[config.mk]
export PLATFORM = sky130hd
export DESIGN_NAME = led_pattern_ctrl
export DESIGN_NICKNAME = d
export VERILOG_FILES = /design/src/rtl/led_pattern_ctrl.sv
export SDC_FILE = /design/constraint.sdc
export NUM_CORES = 1
export LEC_CHECK = 0
export CAP_MARGIN = 20
export CORE_ASPECT_RATIO = 0.75
export CORE_UTILIZATION = 45
export CTS_CLUSTER_DIAMETER = 120
export DETAILED_ROUTE_END_ITERATION = 10
export DONT_BUFFER_PORTS = 1
export GPL_ROUTABILITY_DRIVEN = 0
export GPL_TIMING_DRIVEN = 0
export PLACE_DENSITY = 0.58
export SLEW_MARGIN = 0
export SYNTH_ARGS = -nofsm -noshare
export SYNTH_HDL_FRONTEND = slang
export SYNTH_SLANG_ARGS = --single-unit
[constraint.sdc]
create_clock -name clk -period 5.55 [get_ports clk]
set_input_delay 1.3875 -clock clk [delete_from_list [all_inputs] [get_ports clk]]
set_output_delay 1.3875 -clock clk [all_outputs]
set_load 0.01 [all_outputs]
[src/rtl/led_pattern_ctrl.sv]
// rtl/led_pattern_ctrl.sv - LED pattern generator (OFF/ON/BLINK/CHASE) stepped by a prescaled tick
module led_pattern_ctrl #(
    parameter int DIV   = 25000000,
    parameter int N_LED = 8
) (
    input  logic             clk,
    input  logic             rst,
    input  logic             en,
    input  logic [1:0]       mode,
    input  logic             dir,
    output logic [N_LED-1:0] led,
    output logic             tick
);

    localparam int             CW      = (DIV > 1) ? $clog2(DIV) : 1;
    localparam logic [CW-1:0]  CNT_MAX = CW'(DIV - 1);

    typedef enum logic [1:0] {
        MODE_OFF   = 2'b00,
        MODE_ON    = 2'b01,
        MODE_BLINK = 2'b10,
        MODE_CHASE = 2'b11
    } mode_e;

    mode_e            mode_q, mode_d;
    logic [CW-1:0]    cnt_q, cnt_d;
    logic [N_LED-1:0] led_q, led_d;
    logic             tick_q, tick_d;
    logic [N_LED-1:0] led_entry;
    logic [N_LED-1:0] led_step;

    always_comb begin
        led_entry = '0;
        case (mode_e'(mode))
            MODE_ON:    led_entry = '1;
            MODE_CHASE: led_entry = dir ? {1'b1, {(N_LED-1){1'b0}}}
                                        : {{(N_LED-1){1'b0}}, 1'b1};
            default:    led_entry = '0;
        endcase
    end

    // OFF and ON keep their entry pattern; only BLINK and CHASE evolve per step
    always_comb begin
        led_step = led_q;
        case (mode_q)
            MODE_BLINK: led_step = ~led_q;
            MODE_CHASE: led_step = dir ? {led_q[0], led_q[N_LED-1:1]}
                                       : {led_q[N_LED-2:0], led_q[N_LED-1]};
            default:    led_step = led_q;
        endcase
    end

    // A mode change wins over a coincident wrap and discards that step
    always_comb begin
        mode_d = mode_q;
        cnt_d  = cnt_q;
        led_d  = led_q;
        tick_d = 1'b0;
        if (mode_e'(mode) != mode_q) begin
            mode_d = mode_e'(mode);
            cnt_d  = '0;
            led_d  = led_entry;
        end else if (en) begin
            if (cnt_q == CNT_MAX) begin
                cnt_d  = '0;
                tick_d = 1'b1;
                led_d  = led_step;
            end else begin
                cnt_d = cnt_q + CW'(1);
            end
        end
    end

    always_ff @(posedge clk) begin
        if (rst) begin
            mode_q <= MODE_OFF;
            cnt_q  <= '0;
            led_q  <= '0;
            tick_q <= 1'b0;
        end else begin
            mode_q <= mode_d;
            cnt_q  <= cnt_d;
            led_q  <= led_d;
            tick_q <= tick_d;
        end
    end

    assign led  = led_q;
    assign tick = tick_q;

endmodule
* Yosys cells after proc, flatten, opt, wreduce, memory -nomap -nowiden
Cells that the tools add are included.
** Storage, ports and cells
- Input bits :: 6
- Bits in registers :: 36
** Cells by class
- Reduce and logical (&&, ||, !) cells :: 6
- Mux-type cells :: 9
- Add/subtract/negate cells :: 1
- Bitwise logic cells :: 2
- Eq/ne operators :: 6
** Operators with widths (count)
- $mux W8 :: 5
- $pmux W8 S2 :: 2
- $add A25 B1 Y25 const B :: 1
- $eq A25 B25 Y1 const B :: 1
- $mux W25 :: 1
- $not A8 Y8 :: 1
- $eq A2 B2 Y1 const B :: 3
- $reduce_bool A2 Y1 :: 2
- $reduce_and A3 Y1 :: 1
- $reduce_bool A3 Y1 :: 1
- $reduce_or A3 Y1 :: 1
- $eq A2 B1 Y1 const B :: 1
- $ne A2 B2 Y1 :: 1
- $reduce_or A2 Y1 :: 1
- $mux W1 :: 1
- $not A1 Y1 :: 1

* Logic depth before layout (Yosys ltp)
Gate-level depths: netlist of the first run.
- Depth in word-level cells :: 5
- Mapped depth :: 6
- Mapped depth without buffers :: 5

* Least setup slack after synthesis of the first run
No wires, ideal clock.
- Path kind :: input-to-reg
- Start point :: input port en
- End point :: register cnt_q[24]
- Path buffers :: 2
- Stages :: 6
- Required time :: 5477 ps
- Setup time :: 73 ps
- Arrival time :: 2748 ps
- Slack :: 2729 ps
- Path through :: buf_4 > nand4_4 > or3_1 > buf_2 > or4_1 > a21oi_1
** RTL lines
- from (decl) :: RTL line 8 : input logic en,
- to (signal assigned) :: RTL line 82 : cnt_q <= cnt_d;
- to (decl) :: RTL line 26 : logic [CW-1:0] cnt_q, cnt_d;

* Final worst setup path of the first run
- Start point :: input port mode[0]
- End point :: register cnt_q[21]
** On the way
- Word-level cells in the longest chain between the ends :: 2
** Ends and longest elaborated chain
- from (decl) :: RTL line 9 : input logic [1:0] mode,
- $ne A2 B2 Y1 :: RTL line 59 : if (mode_e'(mode) != mode_q) begin
- $reduce_or A2 Y1 (no line)
No other way between the ends.
A chain may end at the register's enable or synchronous reset.

==> results.ini, run 1 <==
[outcome]
status = finished clean

[layout]
n_antenna_cell = 0
drive_above_1_share_pct = 11.59
nets = 242
area_growth_pct = 6.811

[clocking]
htreeDepth = 2
clockBufferDepth = 2
post_cts_buffers = 0
path_clk_slew_ns = 0.07
cts_tree = done
cts.hold.buffers_added = 0
cts.sinks = 36
cts_root_buf = clkbuf_8
cts_buffers = 5
cts_resized = 0
clock_latency_ns = 0.28

[logic_synthesis]
ys_top_cells_by_count = dfxtp_1, mux2i_1, nor2_1
yosysWarnings = 0
avgSynthCellArea_um2 = 8.863
synth.most_common_cell = dfxtp_1
syn_area_um2 = 2021
ys_types = 44
ys_async_sr_fraction_pct = 0
ys_ff_latch = 36
synth_edf_count = 0
synth_top_area_share_pct = 35.67
synth_area_leaders = dfxtp_1, mux2i_1, o211ai_1
syn_inst = 228
synth_ff_type = dfxtp_1
synth_fp_nets = 235
ys_seq_area_share_pct = 35.67
yosys.area.top_type = dfxtp_1

[worst_setup_path]
end_kind = flip-flop
critical_path_class = in -> reg
required_ns = 5.76
cp_max_fo = 10
worstPathArrival_ns = 3.23
worstSetupStartpointType = primary input

[timing]
finalSetupViolCount = 0
tightest_slew_ns = 1.008
fin_crit_sh_pct = 54.52
fmax_ghz = 0.3305
finalClockSkew_ns = 0.005903
finalMaxSlewViolations = 0
relSlewSlack_pct = 32.31
worst_slack_ns = 2.524
fin_crit_ns = 3.026
final-hold-violation-count = 0
grt_setup_unrepaired = no
fin_setup_tns_ns = 0

[global_routing]
grt_pass1_wl_um = 7941
grt_max_degree = 11
grt_pass1_vias = 1675
overflow = 0
track_usage_pct = 22.13
antenna_found_initial = 0

[min_path]
hold_class = reg -> reg

[detailed_routing]
firstDrtPassIters = 5
routed_wl_um = 4854
wire_per_inst_um = 16.85
vias = 1791
ant_nets = 0
drt_iter0_drc = 129
drcViolationCount = 0
viasPerCell = 6.219

[place]
dpl.hpwl_um = 3600
port_buffers = 0
place_ws_ns = 2.278

[floorplan]
die_h_um = 60.04
die_w_um = 79.38
core-area_um2 = 4179
dieArea_um2 = 4765
start_util_pct = 48.35
num_rows = 20
ioPinCount = 15

[power]
ir_drop_mv = 0.1388
power.density_nw_per_um2 = 219.1
p_leak_nw = 0.7175

[run]
cap_viol_max_count = 0

[placed cells by master, fill, tap and decap left out, types with 2 or more instances in the layout]
master / netlist / routed
mux2i_1: 17 / 17
clkbuf_1: 3 / 3
inv_1: 5 / 5
nand2b_1: 2 / 2
buf_4: 2 / 2
xnor2_1: 5 / 5
nor4_1: 4 / 4
buf_2: 4 / 4
nand4_4: 2 / 2
nand3_1: 13 / 13
or3_2: 4 / 4
and3_1: 4 / 4
or4_1: 3 / 3
nor2_1: 17 / 17
xor2_1: 8 / 8
dfxtp_1: 36 / 36
clkbuf_8: 0 / 5
nand2_1: 12 / 12
o31ai_1: 3 / 3
buf_6: 2 / 2
nor2b_1: 3 / 3
a21oi_1: 15 / 15
o21ai_0: 8 / 8
nand4_1: 12 / 12
o211ai_1: 12 / 12
and2_1: 3 / 3
nor3_1: 3 / 3
and4_1: 5 / 5
or3_1: 5 / 5
[state kept, by name, summed over array words and instances, names as in the netlist]
| signal | cells |
|---|---|
| led | 8 |
| tick | 1 |
| cnt_q | 25 |
| mode_q | 2 |
[final timing paths]
check	slack, ns	end	cells after the start	startpoint
worst max-delay path	2.52	cnt_q[21]$_SDFFE_PP0P_	5	mode[0]
worst min-delay path	0.50	cnt_q[21]$_SDFFE_PP0P_	2	cnt_q[21]$_SDFFE_PP0P_
worst max register to register	3.19	cnt_q[21]$_SDFFE_PP0P_	5	mode_q[1]$_SDFFE_PP0P_
worst min register to register	0.50	cnt_q[21]$_SDFFE_PP0P_	2	cnt_q[21]$_SDFFE_PP0P_
[layout make-up]
cell class | count | area, µm²
fillers | 394 | 2021
multi-input cells | 176 | 1212
flip-flops and latches | 36 | 720.7
clock buffers | 5 | 68.82
plain buffers | 11 | 68.82
well taps | 55 | 68.82
inverters | 5 | 18.77
[logic make-up (layout without fill, tap and decap cells)]
family | count (synthesis) | count (layout) | synth area share (%)
compound gates | 44 | 44 | 13.99
xor+xnor | 13 | 13 | 5.635
fa+ha+maj | 1 | 1 | 0.6191
buf+inv | 16 | 21 | 4.334
flops | 36 | 36 | 35.67
mux | 17 | 17 | 8.421
simple gates | 101 | 101 | 31.33
[worst max-delay path, stage by stage]
cell and delay, ns:
xor2_1 0.15, nor3_1 0.75, o21ai_1 0.46, buf_2 0.33
a21oi_1 0.15
[through the flow]
stage          util, %  instance area [µm²]  hold slack [ns]  cells  power (W)
2_1_floorplan        -                 2021           0.4475    228  0.0003045
3_3_place_gp     50.00                 2090           0.4607    283  0.0003119
3_5_place_dp     50.00                 2090           0.4813    283  0.0003135
4_1_cts          51.65                 2158           0.4904    288  0.0004767
5_1_grt          51.65                 2158           0.5252    288  0.0004948
6_report         51.65                 2158           0.5008    288  0.0004730
[power by group]
part	switching (W)	internal [W]
clock network	0.0000837	0.0000808
registers	0.00000939	0.000263
logic	0.0000208	0.0000148
total	0.000114	0.000359
[routing by layer]
metal | wire, µm | track usage (%) | vias up | share of wire, %
li1 | - | - | 867 | -
met1 | 2593 | 33.33 | 876 | 53
met2 | 2018 | 30.30 | 41 | 42
met3 | 196 | 5.496 | 7 | 4.0
met4 | 46 | 7.013 | 0 | 0.95
met5 | 0 | 0 | - | 0
Power figures use the tool's default switching activity.
==> run 2, diff against run 1 <==
Clock period 5.55 ns to 3.1 ns, I/O delays scaled along.
==> results of run 2 <==
The final DEF is identical to that of run 1. Status: finished clean.
Main changes from that run: setup slack after placement 2.278 ns -> 0.4404 ns; setup slack after layout 2.524 ns -> 0.6868 ns; register-to-register setup slack 3.19 ns -> 0.74 ns; total power 0.0004730 W -> 0.0008468 W; worst IR drop on VDD 0.1388 mV -> 0.2485 mV
==> run 3, diff against run 2 <==
Settings changed: PLACE_DENSITY 0.58 to 0.6.
Clock period 3.1 ns to 2 ns, I/O delays scaled along.
==> run 3 against run 2 <==
- sequential cell count unchanged
- setup slack worse by 0.64 ns
- power increased by 85%
- die area stayed put
- cell count is 3.1% higher
- non-clock buffer count rose by 6
- first-iteration DRC count up 120%
- sequential power is 55% higher
- clock power grew 140%
- via count is 3.7% higher
- routed wire length up 7.3%
- largest power group unchanged
- highest routed layer unchanged
==> results.ini, run 3 (synthesis gave the netlist of run 1 again) <==
[outcome]
status = finished clean

[clocking]
cts.hold.buffers_added = 0
cts.sinks = 36
cts_tree = done
clockBufferDepth = 2
cts_root_buf = clkbuf_8
path_clk_slew_ns = 0.07
htreeDepth = 2
clock_latency_ns = 0.29
cts_buffers = 5

[floorplan]
die_w_um = 79.38
start_util_pct = 48.35
num_rows = 20
die_h_um = 60.04
ioPinCount = 15
dieArea_um2 = 4765
core-area_um2 = 4179

[timing]
fmax_ghz = 0.5132
tightest_slew_ns = 1.139
fin_crit_sh_pct = 97.42
grt_setup_unrepaired = yes
final-hold-violation-count = 0
finalClockSkew_ns = 0.007719
relSlewSlack_pct = 23.53
finalSetupViolCount = 0
finalMaxSlewViolations = 0
whs_ns = 0.2669
fin_crit_ns = 1.948

[min_path]
hold_class = in -> reg
holdPathStages = 1
min-delay-start = rst
min_to = led[7]$_SDFFE_PP0P_

[global_routing]
antenna_found_initial = 0
grt_max_degree = 12
grt_pass1_vias = 1715
grt_pass1_wl_um = 8231
track_usage_pct = 23.29
overflow = 0

[power]
cell_internal_pwr_w = 0.001214
seqPwrFrac_pct = 48.3
power.total_w = 0.001567
p_sw_share_pct = 22.53
switching_power_w = 0.0003530
ir_drop_mv = 0.2788
power.density_nw_per_um2 = 682.4
p_leak_nw = 0.7960
clockPowerShare_pct = 45.0
power_frac_comb_pct = 6.7

[place]
dpl.hpwl_um = 3670
port_buffers = 0

[detailed_routing]
firstDrtPassIters = 5
drcViolationCount = 0
viasPerCell = 6.253
vias = 1857
drt_iter0_drc = 279
ant_nets = 0
routed_wl_um = 5207
wire_per_inst_um = 17.53

[layout]
n_antenna_cell = 0
layout_common_cells = dfxtp_1, mux2i_1, nor2_1
top_register = cnt_q
largest_reg_flops = 25
nets = 248
nFillCells = 378
drive_above_1_share_pct = 17.36
area_growth_pct = 13.62
final_common_cell = dfxtp_1

[worst_setup_path]
path_common_cell = buf_4
worstSetupStartpointType = flip-flop
end_kind = flip-flop
r2r_start = cnt_q[7]$_SDFFE_PP0P_
cpMaxStageDelayCell = nor4_4
required_ns = 2.17
r2r-end = cnt_q[21]$_SDFFE_PP0P_
critical_path_class = reg -> reg
r2r_cells = 8
worstPathArrival_ns = 2.12
cp_slowest_stage_delay_ns = 0.37
worstPathCellList = buf_6 -> nor4_4 -> buf_4 -> buf_4 -> nand3_1 -> o21ai_4 -> buf_2 -> a21oi_1
cp_max_fo = 10
r2r_slack_ns = 0.05

[run]
cap_viol_max_count = 0

-- run 3: cell types whose count changed in the layout (fill, tap and decap cells not counted), moves of 2 or more --
cell,previous run,this run
buf_4,2,8
dfxtp_2,0,2
clkbuf_8,5,7
dfxtp_1,36,34
-- run 3: how the worst max path moves through the flow --
| stage | start | endpoint | depth (start not counted) |
|---|---|---|---|
| after floorplan | en | cnt_q[24]$_SDFFE_PP0P_ | 6 |
| after global placement | mode[0] | cnt_q[17]$_SDFFE_PP0P_ | 5 |
| after detailed placement | mode[0] | cnt_q[21]$_SDFFE_PP0P_ | 5 |
| after CTS | cnt_q[8]$_SDFFE_PP0P_ | led[0]$_SDFFE_PP0P_ | 5 |
| after global routing | cnt_q[0]$_SDFFE_PP0P_ | cnt_q[24]$_SDFFE_PP0P_ | 6 |
| final | cnt_q[7]$_SDFFE_PP0P_ | cnt_q[21]$_SDFFE_PP0P_ | 8 |
-- run 3: per-layer routing --
layer	up-vias	track usage, %	routed length (µm)
met5	-	0	0
met4	0	9.351	43
met3	7	5.802	374
met2	80	33.99	2286
met1	883	32.75	2503
li1	887	-	-
-- run 3: power groups by stage --
| stage | logic, W | registers (W) | clock network (W) |
|---|---|---|---|
| 2_1_floorplan | 0.0000789 | 0.000766 | 0 |
| 3_3_place_gp | 0.0000931 | 0.000771 | 0 |
| 3_5_place_dp | 0.0000979 | 0.000773 | 0 |
| 4_1_cts | 0.000100 | 0.000756 | 0.000718 |
| 5_1_grt | 0.000115 | 0.000759 | 0.000753 |
| 6_report | 0.000105 | 0.000757 | 0.000705 |
-- run 3: stage by stage --
stage	area, µm²	cells	setup WS, ns	TNS, ns	utilization, %
6_report	2296	297	0.05157	0	54.94
5_1_grt	2296	297	-0.04569	-0.08110	54.94
3_5_place_dp	2090	283	-0.3233	-6.441	50.00
3_3_place_gp	2090	283	-0.2441	-4.810	50.00
4_1_cts	2276	296	0.02871	0	54.46
2_1_floorplan	2021	228	0.06647	0	-
-- run 3: layout make-up --
| type | count | area, µm² | share of cell area (%) |
|---|---|---|---|
| Sequential cell | 36 | 723.2 | 31.50 |
| Inverter | 5 | 18.77 | 0.8174 |
| Tap cell | 55 | 68.82 | 2.997 |
| Multi-Input combinational cell | 176 | 1245 | 54.22 |
| Buffer | 11 | 68.82 | 2.997 |
| Clock buffer | 7 | 96.34 | 4.196 |
| Clock inverter | 1 | 30.03 | 1.308 |
| Timing Repair Buffer | 6 | 45.04 | 1.962 |
-- run 3: worst max-delay path: cells and delay by family (launching register included) --
| family | cells | cell delay [ns] |
|---|---|---|
| buffers and inverters | 4 | 0.71 |
| AO/OA/AOI/OAI | 2 | 0.32 |
| flip-flops | 1 | 0.31 |
| AND/OR/NAND/NOR | 2 | 0.47 |
-- run 3: what timing repair did --
action,4_1_cts,5_1_grt
endpoints found under the setup margin,27,4
gates resized for setup,6,2
setup buffers,5,1
pin swaps,2,1
